<file path="src/rtl/alu_arbiter.sv">
// Round-robin arbiter sharing one single-cycle ALU between two requesters.
// Optional ALU_ARB_DIVZERO_EN: divide-by-zero is answered locally with rsp_err set.
module alu_arbiter #(
    parameter int WIDTH      = 23,
    parameter int MUL_CYCLES = 2,
    parameter int DIV_CYCLES = 4
) (
    input  logic             clk,
    input  logic             rst_n,
    input  logic [1:0]       req_valid,
    output logic [1:0]       req_ready,
    input  logic [WIDTH:0]   req0_a,
    input  logic [WIDTH:0]   req0_b,
    input  logic [1:0]       req0_op,
    input  logic             req0_ci,
    input  logic [WIDTH:0]   req1_a,
    input  logic [WIDTH:0]   req1_b,
    input  logic [1:0]       req1_op,
    input  logic             req1_ci,
    output logic [1:0]       rsp_valid,
    input  logic [1:0]       rsp_ready,
    output logic [WIDTH:0]   rsp_data,
    output logic             rsp_zero,
    output logic             rsp_err,
    output logic [WIDTH:0]   alu_a,
    output logic [WIDTH:0]   alu_b,
    output logic [1:0]       alu_op,
    output logic             alu_ci,
    input  logic [WIDTH:0]   alu_out,
    input  logic             alu_cero
);
    localparam int MAXC  = (MUL_CYCLES > DIV_CYCLES) ? MUL_CYCLES : DIV_CYCLES;
    localparam int CNT_W = $clog2(MAXC + 1);

    typedef enum logic [1:0] {IDLE = 2'd0, EXEC = 2'd1, RESP = 2'd2} state_e;

    state_e           state_q, state_d;
    logic             rr_ptr_q, rr_ptr_d;
    logic             gnt_q, gnt_d;
    logic [CNT_W-1:0] cnt_q, cnt_d;
    logic [WIDTH:0]   a_q, a_d, b_q, b_d, data_q, data_d;
    logic [1:0]       op_q, op_d;
    logic             ci_q, ci_d, zero_q, zero_d;
`ifdef ALU_ARB_DIVZERO_EN
    logic             err_q, err_d;
`endif

    logic [1:0]       grant;
    logic             sel;
    logic [WIDTH:0]   sel_a, sel_b;
    logic [1:0]       sel_op;
    logic             sel_ci;

    always_ff @(posedge clk or negedge rst_n) begin
        if (!rst_n) begin
            state_q  <= IDLE;
            rr_ptr_q <= 1'b1;
            gnt_q    <= 1'b0;
            cnt_q    <= '0;
            a_q      <= '0;
            b_q      <= '0;
            op_q     <= 2'b00;
            ci_q     <= 1'b0;
            data_q   <= '0;
            zero_q   <= 1'b0;
`ifdef ALU_ARB_DIVZERO_EN
            err_q    <= 1'b0;
`endif
        end else begin
            state_q  <= state_d;
            rr_ptr_q <= rr_ptr_d;
            gnt_q    <= gnt_d;
            cnt_q    <= cnt_d;
            a_q      <= a_d;
            b_q      <= b_d;
            op_q     <= op_d;
            ci_q     <= ci_d;
            data_q   <= data_d;
            zero_q   <= zero_d;
`ifdef ALU_ARB_DIVZERO_EN
            err_q    <= err_d;
`endif
        end
    end

    // On a tie, rr_ptr_q names the requester served last, so the other one wins.
    assign sel    = grant[1];
    assign sel_a  = sel ? req1_a  : req0_a;
    assign sel_b  = sel ? req1_b  : req0_b;
    assign sel_op = sel ? req1_op : req0_op;
    assign sel_ci = sel ? req1_ci : req0_ci;

    always_comb begin
        state_d  = state_q;
        rr_ptr_d = rr_ptr_q;
        gnt_d    = gnt_q;
        cnt_d    = cnt_q;
        a_d      = a_q;
        b_d      = b_q;
        op_d     = op_q;
        ci_d     = ci_q;
        data_d   = data_q;
        zero_d   = zero_q;
`ifdef ALU_ARB_DIVZERO_EN
        err_d    = err_q;
`endif
        case (state_q)
            IDLE: begin
                if (|grant) begin
                    gnt_d   = sel;
                    a_d     = sel_a;
                    b_d     = sel_b;
                    op_d    = sel_op;
                    ci_d    = sel_ci;
                    state_d = EXEC;
                    case (sel_op)
                        2'b01:   cnt_d = CNT_W'(MUL_CYCLES);
                        2'b10:   cnt_d = CNT_W'(DIV_CYCLES);
                        default: cnt_d = CNT_W'(1);
                    endcase
`ifdef ALU_ARB_DIVZERO_EN
                    // Answered locally; the ALU keeps its previous operands.
                    if (sel_op == 2'b10 && sel_b == '0) begin
                        a_d     = a_q;
                        b_d     = b_q;
                        op_d    = op_q;
                        ci_d    = ci_q;
                        data_d  = '1;
                        zero_d  = 1'b0;
                        err_d   = 1'b1;
                        state_d = RESP;
                    end
`endif
                end
            end
            EXEC: begin
                cnt_d = cnt_q - CNT_W'(1);
                if (cnt_q == CNT_W'(1)) begin
                    data_d  = alu_out;
                    zero_d  = alu_cero;
`ifdef ALU_ARB_DIVZERO_EN
                    err_d   = 1'b0;
`endif
                    state_d = RESP;
                end
            end
            RESP: begin
                if (rsp_ready[gnt_q]) begin
                    rr_ptr_d = gnt_q;
                    state_d  = IDLE;
                end
            end
            default: state_d = IDLE;
        endcase
    end

    always_comb begin
        grant     = 2'b00;
        rsp_valid = 2'b00;
        if (state_q == IDLE) begin
            if (&req_valid) grant = rr_ptr_q ? 2'b01 : 2'b10;
            else            grant = req_valid;
        end
        if (state_q == RESP) rsp_valid = gnt_q ? 2'b10 : 2'b01;
        req_ready = grant;
    end

    assign rsp_data = data_q;
    assign rsp_zero = zero_q;
`ifdef ALU_ARB_DIVZERO_EN
    assign rsp_err  = err_q;
`else
    assign rsp_err  = 1'b0;
`endif
    assign alu_a    = a_q;
    assign alu_b    = b_q;
    assign alu_op   = op_q;
    assign alu_ci   = ci_q;

endmodule

</file>
<file path="config.mk">
export PLATFORM = sky130hd
export DESIGN_NAME = alu_arbiter
export DESIGN_NICKNAME = d
export VERILOG_FILES = /design/src/rtl/alu_arbiter.sv
export SDC_FILE = /design/constraint.sdc
export NUM_CORES = 1
export LEC_CHECK = 0
export ABC_AREA = 1
export CAP_MARGIN = 25
export CORE_MARGIN = 1.5
export CORE_UTILIZATION = 37
export CTS_BUF_LIST = sky130_fd_sc_hd__clkbuf_2 sky130_fd_sc_hd__clkbuf_4 sky130_fd_sc_hd__clkbuf_8
export DETAILED_ROUTE_END_ITERATION = 10
export GPL_ROUTABILITY_DRIVEN = 0
export PLACE_DENSITY_LB_ADDON = 0.1
export SYNTH_ARGS = -nofsm -noshare
export SYNTH_HDL_FRONTEND = slang
export SYNTH_SLANG_ARGS = --single-unit
</file>
<file path="constraint.sdc">
create_clock -name clk -period 1.8 [get_ports clk]
set_clock_uncertainty 0.05 [all_clocks]
set_input_delay 0.18 -clock clk [delete_from_list [all_inputs] [get_ports clk]]
set_output_delay 0.18 -clock clk [all_outputs]
set_load 0.02 [all_outputs]
</file>
==> results.py, run 1 <==
metrics = {
    "status": {
        "status": "finished clean",
    },
    "detailed_routing": {
        "via_count": 4170,
        "drt_drc_violations_left": 0,
        "detailedRoute.firstPassIterationCount": 4,
        "drt_first_iter_violations": 180,
        "routed_wire_length_per_instance_um": 12.4,
        "final_antenna_net_count": 0,
        "wirelength_um": 11500,
        "avgViaCountPerCell": 4.52,
    },
    "grt": {
        "grt_start_max_net_pins": 84,
        "initial_antenna_violation_count": 0,
        "grt_pass1_wl_um": 18500,
        "grt.overflow.total": 0,
        "grt_util_all_layers_pct": 19.9,
        "grt_pass1_vias": 4100,
    },
    "cts": {
        "cts_tree": "built",
        "level_count_of_the_clock_h_tree": 3,
        "clk-insertion-delay-late_ns": 0.34,
        "max_clock_buf_depth": 2,
        "tritoncts_num_sinks": 83,
        "clock_pin_slew_reported_for_the_worst_setup_and_hold_paths_after_clock_tree_synthesis_ns": 0.09,
        "cts-buffers-inserted": 9,
        "cts_root_cell": "sky130_fd_sc_hd__clkbuf_8",
    },
    "worst_setup_path": {
        "cp_num_buf_inv": 2,
        "rrSetupSlack_ns": 0.14,
        "regToRegStartpoint": "rr_ptr_q$_DFFE_PN1P_",
        "critical_path_class": "flop to output port",
        "critPathMaxStageDelay_ns": 0.45,
        "setup.worst_path.start": "state_q[1]$_DFFE_PN0P_",
        "crit_path_cell_trace": "nor2_4 -> nand3_1 -> inv_1 -> clkdlybuf4s15_2",
        "setup.worst_path.start_class": "flop",
        "crit_arrival_ns": 1.48,
        "required_ns": 1.57,
        "worst_path_max_delay_cell": "sky130_fd_sc_hd__dfrtp_2",
        "worstSetupEndpointType": "output port",
        "critical_path.max_fanout": 4,
        "critPathTopFamily": "flip-flops",
    },
    "logic_synthesis": {
        "simple_gate_fraction_of_synth_area_pct": 35.9,
        "synth_top_family_by_area": "simple AND/OR/NAND/NOR gates",
        "synth_compound_gate_area_share_pct": 4.51,
        "muxShareOfSynthArea_pct": 0,
        "seq_area_frac_synth_pct": 50.9,
        "netlist_area_um2": 4080,
        "syn_avg_cell_area_um2": 7.31,
        "yosys.cell_types.count": 22,
        "synth_nets": 695,
        "yosys_warnings": 0,
        "syn_inst": 558,
        "yosys.area_share.xor_xnor_pct": 0,
        "ys_ff_latch": 83,
        "post_synth_fa_ha_maj_area_fraction_pct": 1.23,
    },
    "floorplanning": {
        "fp.dieH_um": 108,
        "floorplan.initialDensity_pct": 37.8,
        "die_w_um": 108,
        "core_area_um2": 10800,
        "ioPinCount": 214,
        "die-area_um2": 11700,
        "rows": 38,
    },
    "placed_design": {
        "post-place-ws_ns": -0.196,
        "number_of_port_buffers": 212,
        "place.detailed.hpwl_um": 8520,
    },
    "power": {
        "static-leakage-power_nw": 3.43,
        "power-per-cell-area_nw_per_um2": 1630,
        "ir_drop_v": 0.000819,
        "power_consumption_mw": 11.0,
    },
    "final_layout": {
        "layout.cells.most_common_list": "298 x sky130_fd_sc_hd__nand2_1, 207 x sky130_fd_sc_hd__clkdlybuf4s50_1, 81 x sky130_fd_sc_hd__dfrtp_1, 56 x sky130_fd_sc_hd__nand3_1, 38 x sky130_fd_sc_hd__inv_1",
        "number_of_antenna_cells_inserted": 0,
        "post_synthesis_to_final_layout_area_growth_pct": 64.7,
        "layout_commonest_cell": "sky130_fd_sc_hd__nand2_1",
        "drive_above_1_share_pct": 6.91,
        "design.final.nets": 914,
    },
    "timing": {
        "finalSetupViolations": 0,
        "post-route-period-util_pct": 95.0,
        "timing.final.ws_setup_ns": 0.0907,
        "unrepaired_setup_endpoints_after_global_routing": "false",
        "fin_worst_hold_slack_ns": 0.310,
        "fin_crit_ns": 1.71,
        "maxClockFrequency_mhz": 585,
        "slew_violations": 0,
        "hold_viol_final": 0,
    },
    "flow_run": {
        "drv_cap": 0,
    },
    "worst_hold_path": {
        "hold_path_class": "input port to async pin",
    },
}
-- final timing paths --
kind,endpoint,cells past startpoint
setup / recovery,req_ready[0],4
hold / removal,rsp_data[13]$_DFFE_PN0P_,3
setup reg to reg,cnt_q[0]$_DFFE_PN0P_,9
hold reg to reg,alu_a[4]$_DFFE_PN0P_,2
max in group asynchronous,rr_ptr_q$_DFFE_PN1P_,3
min in group clk,rsp_data[13]$_DFFE_PN0P_,3
-- routing by layer --
metal	vias to the layer above	wire length, um	track usage, %
met5	-	0	0
met4	0	180	7.33
met3	14	925	5.73
met2	130	5490	34.5
met1	1879	4860	23.4
li1	2147	-	-
-- synth_stat cells --
cell type / number / share of area (%)
sky130_fd_sc_hd__ha_1: 4 / 1.2
sky130_fd_sc_hd__nand2_1: 299 / 28
sky130_fd_sc_hd__o211ai_1: 1 / 0.18
sky130_fd_sc_hd__inv_1: 38 / 3.5
sky130_fd_sc_hd__buf_2: 18 / 2.2
sky130_fd_sc_hd__a21oi_4: 1 / 0.40
sky130_fd_sc_hd__a21oi_1: 1 / 0.12
sky130_fd_sc_hd__nand3_1: 56 / 6.9
sky130_fd_sc_hd__dfrtp_1: 82 / 50
sky130_fd_sc_hd__nor2_1: 3 / 0.28
sky130_fd_sc_hd__clkinv_1: 1 / 0.092
sky130_fd_sc_hd__nor2_4: 2 / 0.55
sky130_fd_sc_hd__conb_1: 1 / 0.092
sky130_fd_sc_hd__clkbuf_1: 11 / 1.0
sky130_fd_sc_hd__o21ai_0: 30 / 3.7
sky130_fd_sc_hd__o21ai_1: 1 / 0.12
sky130_fd_sc_hd__nand2_2: 2 / 0.31
sky130_fd_sc_hd__inv_2: 1 / 0.092
sky130_fd_sc_hd__buf_4: 2 / 0.37
sky130_fd_sc_hd__dfstp_2: 1 / 0.64
sky130_fd_sc_hd__buf_1: 1 / 0.092
sky130_fd_sc_hd__nand3b_1: 2 / 0.37
-- through the flow --
| step | utilization (%) | area (um^2) | instances | TNS, ns |
|---|---|---|---|---|
| global placement | 59.6 | 6430 | 900 | -0.657 |
| detailed placement | 59.6 | 6430 | 900 | -0.788 |
| floorplan | - | 4080 | 558 | 0 |
| CTS | 61.8 | 6670 | 919 | 0 |
| finish | 62.3 | 6720 | 922 | 0 |
| global route | 62.3 | 6720 | 922 | 0 |
-- cell type report --
| class | count | area, um^2 |
|---|---|---|
| clock buffer | 10 | 131 |
| tap | 140 | 175 |
| inverter | 40 | 150 |
| clock inverter | 6 | 90.1 |
| fill | 993 | 4070 |
| sequential | 83 | 2080 |
| multi-input combinational | 403 | 1710 |
| timing repair buffer | 240 | 2380 |
-- sequential cells by signal, summed over array words and instances (netlist names) --
name / flops
alu_op: 2
cnt_q: 3
rr_ptr_q: 1
state_q: 2
alu_ci: 1
gnt_q: 1
rsp_zero: 1
alu_b: 24
rsp_data: 24
alu_a: 24
-- cell families (layout without fill, tap and decap cells) --
group           Yosys count  after routing
simple gates            364            364
flops                    83             83
buf+inv                  72            296
compound gates           34             34
fa+ha+maj                 4              4
other cells               1              1
-- worst register-to-register path, stage by stage (launching register included) --
cell and delay, ns:
sky130_fd_sc_hd__dfstp_2 0.57, sky130_fd_sc_hd__a21oi_4 0.09, sky130_fd_sc_hd__buf_4 0.15, sky130_fd_sc_hd__nand3b_1 0.11, sky130_fd_sc_hd__nand2_2 0.07, sky130_fd_sc_hd__ha_1 0.28
sky130_fd_sc_hd__nand2_1 0.06, sky130_fd_sc_hd__o21ai_1 0.06, sky130_fd_sc_hd__nand2_1 0.06, sky130_fd_sc_hd__nand2_1 0.05
-- report_power, final --
part	total, mW	internal, mW	switching [mW]
Combinational	6.19	2.77	3.42
Clock	1.48	0.799	0.676
Sequential	3.28	2.79	0.498
Total	11.0	6.36	4.60
-- what timing repair did --
action                                  in CTS  in global routing
gates resized for setup                      6                  6
endpoints found under the hold margin       82                  0
pin swaps                                    1                  2
endpoints found under the setup margin       4                  3
hold buffers                                 1                  0
cloned                                       0                  0
buffers inserted                             2                  3
(Power assumes the default switching activity.)
==> inputs of run 2 (changes only) <==
--- a/config.mk
+++ b/config.mk
@@ -8,7 +8,7 @@
 export ABC_AREA = 1
 export CAP_MARGIN = 25
 export CORE_MARGIN = 1.5
-export CORE_UTILIZATION = 37
+export CORE_UTILIZATION = 44
 export CTS_BUF_LIST = sky130_fd_sc_hd__clkbuf_2 sky130_fd_sc_hd__clkbuf_4 sky130_fd_sc_hd__clkbuf_8
 export DETAILED_ROUTE_END_ITERATION = 10
 export GPL_ROUTABILITY_DRIVEN = 0
==> constraint.sdc (replaced) <==
create_clock -name clk -period 2.15 [get_ports clk]
set_clock_uncertainty 0.05 [all_clocks]
set_input_delay 0.215 -clock clk [delete_from_list [all_inputs] [get_ports clk]]
set_output_delay 0.215 -clock clk [all_outputs]
set_load 0.02 [all_outputs]
==> run 2 against run 1 <==
Against the previous run:
- power decreased by 18%
- highest routed layer unchanged
- sequential cell count did not move
- clock power down 25%
- non-clock buffer count is 15 lower
- critical path type is now input port to output port
==> results.py, run 2 (same netlist as run 1, synthesis figures left out) <==
metrics = {
    "status": {
        "status": "finished clean",
    },
    "grt": {
        "grt_pass1_vias": 4310,
        "initial_antenna_violation_count": 0,
        "grt.overflow.total": 0,
        "grt_start_max_net_pins": 52,
        "grt_pass1_wl_um": 19600,
        "grt_util_all_layers_pct": 24.8,
    },
    "timing": {
        "fin_crit_ns": 2.04,
        "slew_violations": 0,
        "maxClockFrequency_mhz": 491,
        "finalSetupViolations": 0,
        "hold_viol_final": 0,
        "unrepaired_setup_endpoints_after_global_routing": "false",
        "fin_worst_hold_slack_ns": 0.310,
        "fin_tns_setup_ns": 0,
        "post-route-period-util_pct": 94.8,
    },
    "power": {
        "combinational_group_share_of_total_power_pct": 56.7,
        "static-leakage-power_nw": 3.37,
        "seq_power_share_pct": 30.9,
        "power-per-cell-area_nw_per_um2": 1370,
        "power_switching_share_pct": 43.1,
        "int_power_mw": 5.10,
        "pwr-share-clk_pct": 12.4,
        "ir_drop_v": 0.000640,
        "power_switching_mw": 3.86,
    },
    "worst_setup_path": {
        "crit_top_cell": "sky130_fd_sc_hd__clkdlybuf4s50_1",
        "critical_path.max_fanout": 5,
        "reg2reg_depth": 10,
        "worst_path_max_delay_cell": "sky130_fd_sc_hd__clkdlybuf4s50_1",
        "worstSetupEndpointType": "output port",
        "regToRegStartpoint": "state_q[1]$_DFFE_PN0P_",
        "critical_path_class": "input port to output port",
        "rrSetupSlack_ns": 0.26,
        "crit_path_cell_trace": "clkdlybuf4s50_1 -> inv_2 -> a21oi_4 -> nand2_2 -> inv_1 -> clkdlybuf4s50_1",
        "crit_arrival_ns": 1.77,
        "cp_num_buf_inv": 4,
        "critPathTopFamily": "buffers and inverters",
        "setup.worst_path.start_class": "input port",
        "required_ns": 1.88,
        "regToRegEndpoint": "cnt_q[0]$_DFFE_PN0P_",
        "critPathMaxStageDelay_ns": 0.59,
    },
    "cts": {
        "cts_post_setup_buffers_inserted": 0,
        "clk-insertion-delay-late_ns": 0.33,
        "level_count_of_the_clock_h_tree": 3,
        "cts-buffers-inserted": 9,
        "cts_tree": "built",
        "cts_root_cell": "sky130_fd_sc_hd__clkbuf_8",
        "max_clock_buf_depth": 2,
        "tritoncts_num_sinks": 83,
        "clock_pin_slew_reported_for_the_worst_setup_and_hold_paths_after_clock_tree_synthesis_ns": 0.09,
    },
    "flow_run": {
        "drv_cap": 0,
    },
    "detailed_routing": {
        "final_antenna_net_count": 0,
        "via_count": 4229,
        "drt_first_iter_violations": 125,
        "wirelength_um": 11800,
        "routed_wire_length_per_instance_um": 13.5,
        "detailedRoute.firstPassIterationCount": 5,
        "avgViaCountPerCell": 4.83,
        "drt_drc_violations_left": 0,
    },
    "worst_hold_path": {
        "hold_path_class": "input port to async pin",
    },
    "final_layout": {
        "layout.cells.most_common_list": "299 x sky130_fd_sc_hd__nand2_1, 209 x sky130_fd_sc_hd__clkdlybuf4s50_1, 82 x sky130_fd_sc_hd__dfrtp_1, 56 x sky130_fd_sc_hd__nand3_1, 38 x sky130_fd_sc_hd__inv_1",
        "finalCoreUtilization_pct": 73.9,
        "number_of_antenna_cells_inserted": 0,
        "design.final.nets": 899,
        "layout_commonest_cell": "sky130_fd_sc_hd__nand2_1",
        "drive_above_1_share_pct": 4.69,
        "post_synthesis_to_final_layout_area_growth_pct": 60.2,
    },
    "floorplanning": {
        "fp.dieH_um": 99.3,
        "rows": 34,
        "ioPinCount": 214,
        "core_area_um2": 8850,
        "floorplan.initialDensity_pct": 46.1,
        "die_w_um": 99.3,
        "die-area_um2": 9860,
    },
    "placed_design": {
        "number_of_port_buffers": 212,
        "place.detailed.hpwl_um": 8890,
    },
}
run 2: changes by cell type in the layout (fill, tap and decap cells not counted), sizes merged, moves of 2 or more:
cell and change:
buf -15, clkbuf +2, clkdlybuf4s15 -2, clkdlybuf4s50 +2, dlygate4sd2 -2, dlymetal6s2s +2
run 2: timing repair:
item / CTS / global route
hold buffers: 1 / 0
endpoints found under the setup margin: 0 / 2
hold endpoints to repair: 36 / 0
gates resized for setup: 0 / 2
run 2: worst reg2reg max path: cells and delay by family, from the launching register on:
kind	cells	cell delay, ns
fa+ha+maj	1	0.26
flops	1	0.46
buf+inv	2	0.32
compound gates	1	0.09
simple gates	6	0.60
run 2: how the worst max path moves through the flow:
stage | startpoint | endpoint | cells past startpoint
floorplan | state_q[1]$_DFFE_PN0P_ | cnt_q[0]$_DFFE_PN0P_ | 10
global route | req_valid[1] | req_ready[1] | 6
finish | req_valid[1] | req_ready[1] | 6
global placement | req_valid[1] | req_ready[1] | 6
detailed placement | req_valid[1] | req_ready[1] | 6
CTS | rr_ptr_q$_DFFE_PN1P_ | req_ready[0] | 5
run 2: power by group through the flow:
stage / Combinational (mW) / Clock (mW) / Sequential, mW
after CTS: 5.13 / 1.15 / 2.76
after floorplan: 1.95 / 0 / 3.58
final: 5.08 / 1.11 / 2.77
after global routing: 5.58 / 1.22 / 2.86
after detailed placement: 5.11 / 0 / 2.79
after global placement: 4.97 / 0 / 2.75
run 2: routing by layer:
layer | wire length, um | global-route usage, % | vias up | share of wire (%)
li1 | - | - | 2113 | -
met1 | 4770 | 29.2 | 1927 | 40
met2 | 5800 | 43.2 | 161 | 49
met3 | 917 | 6.61 | 28 | 7.7
met4 | 357 | 9.86 | 0 | 3.0
met5 | 0 | 0 | - | 0
run 2: layout make-up:
cell class | count | area, um^2
Tap cell | 108 | 135
Sequential cell | 83 | 2080
Clock buffer | 12 | 146
Multi-Input combinational cell | 403 | 1700
Fill cell | 734 | 2310
Clock inverter | 4 | 51.3
Inverter | 40 | 150
Timing Repair Buffer | 225 | 2270
run 2: stage by stage:
stage | power [mW] | cells | cell area [um^2] | worst slack [ns]
floorplan | 5.53 | 558 | 4080 | 0.374
global placement | 7.72 | 858 | 6320 | 0.149
detailed placement | 7.90 | 858 | 6320 | 0.118
CTS | 9.05 | 875 | 6530 | 0.0187
global route | 9.66 | 875 | 6540 | 0.0271
finish | 8.96 | 875 | 6540 | 0.113
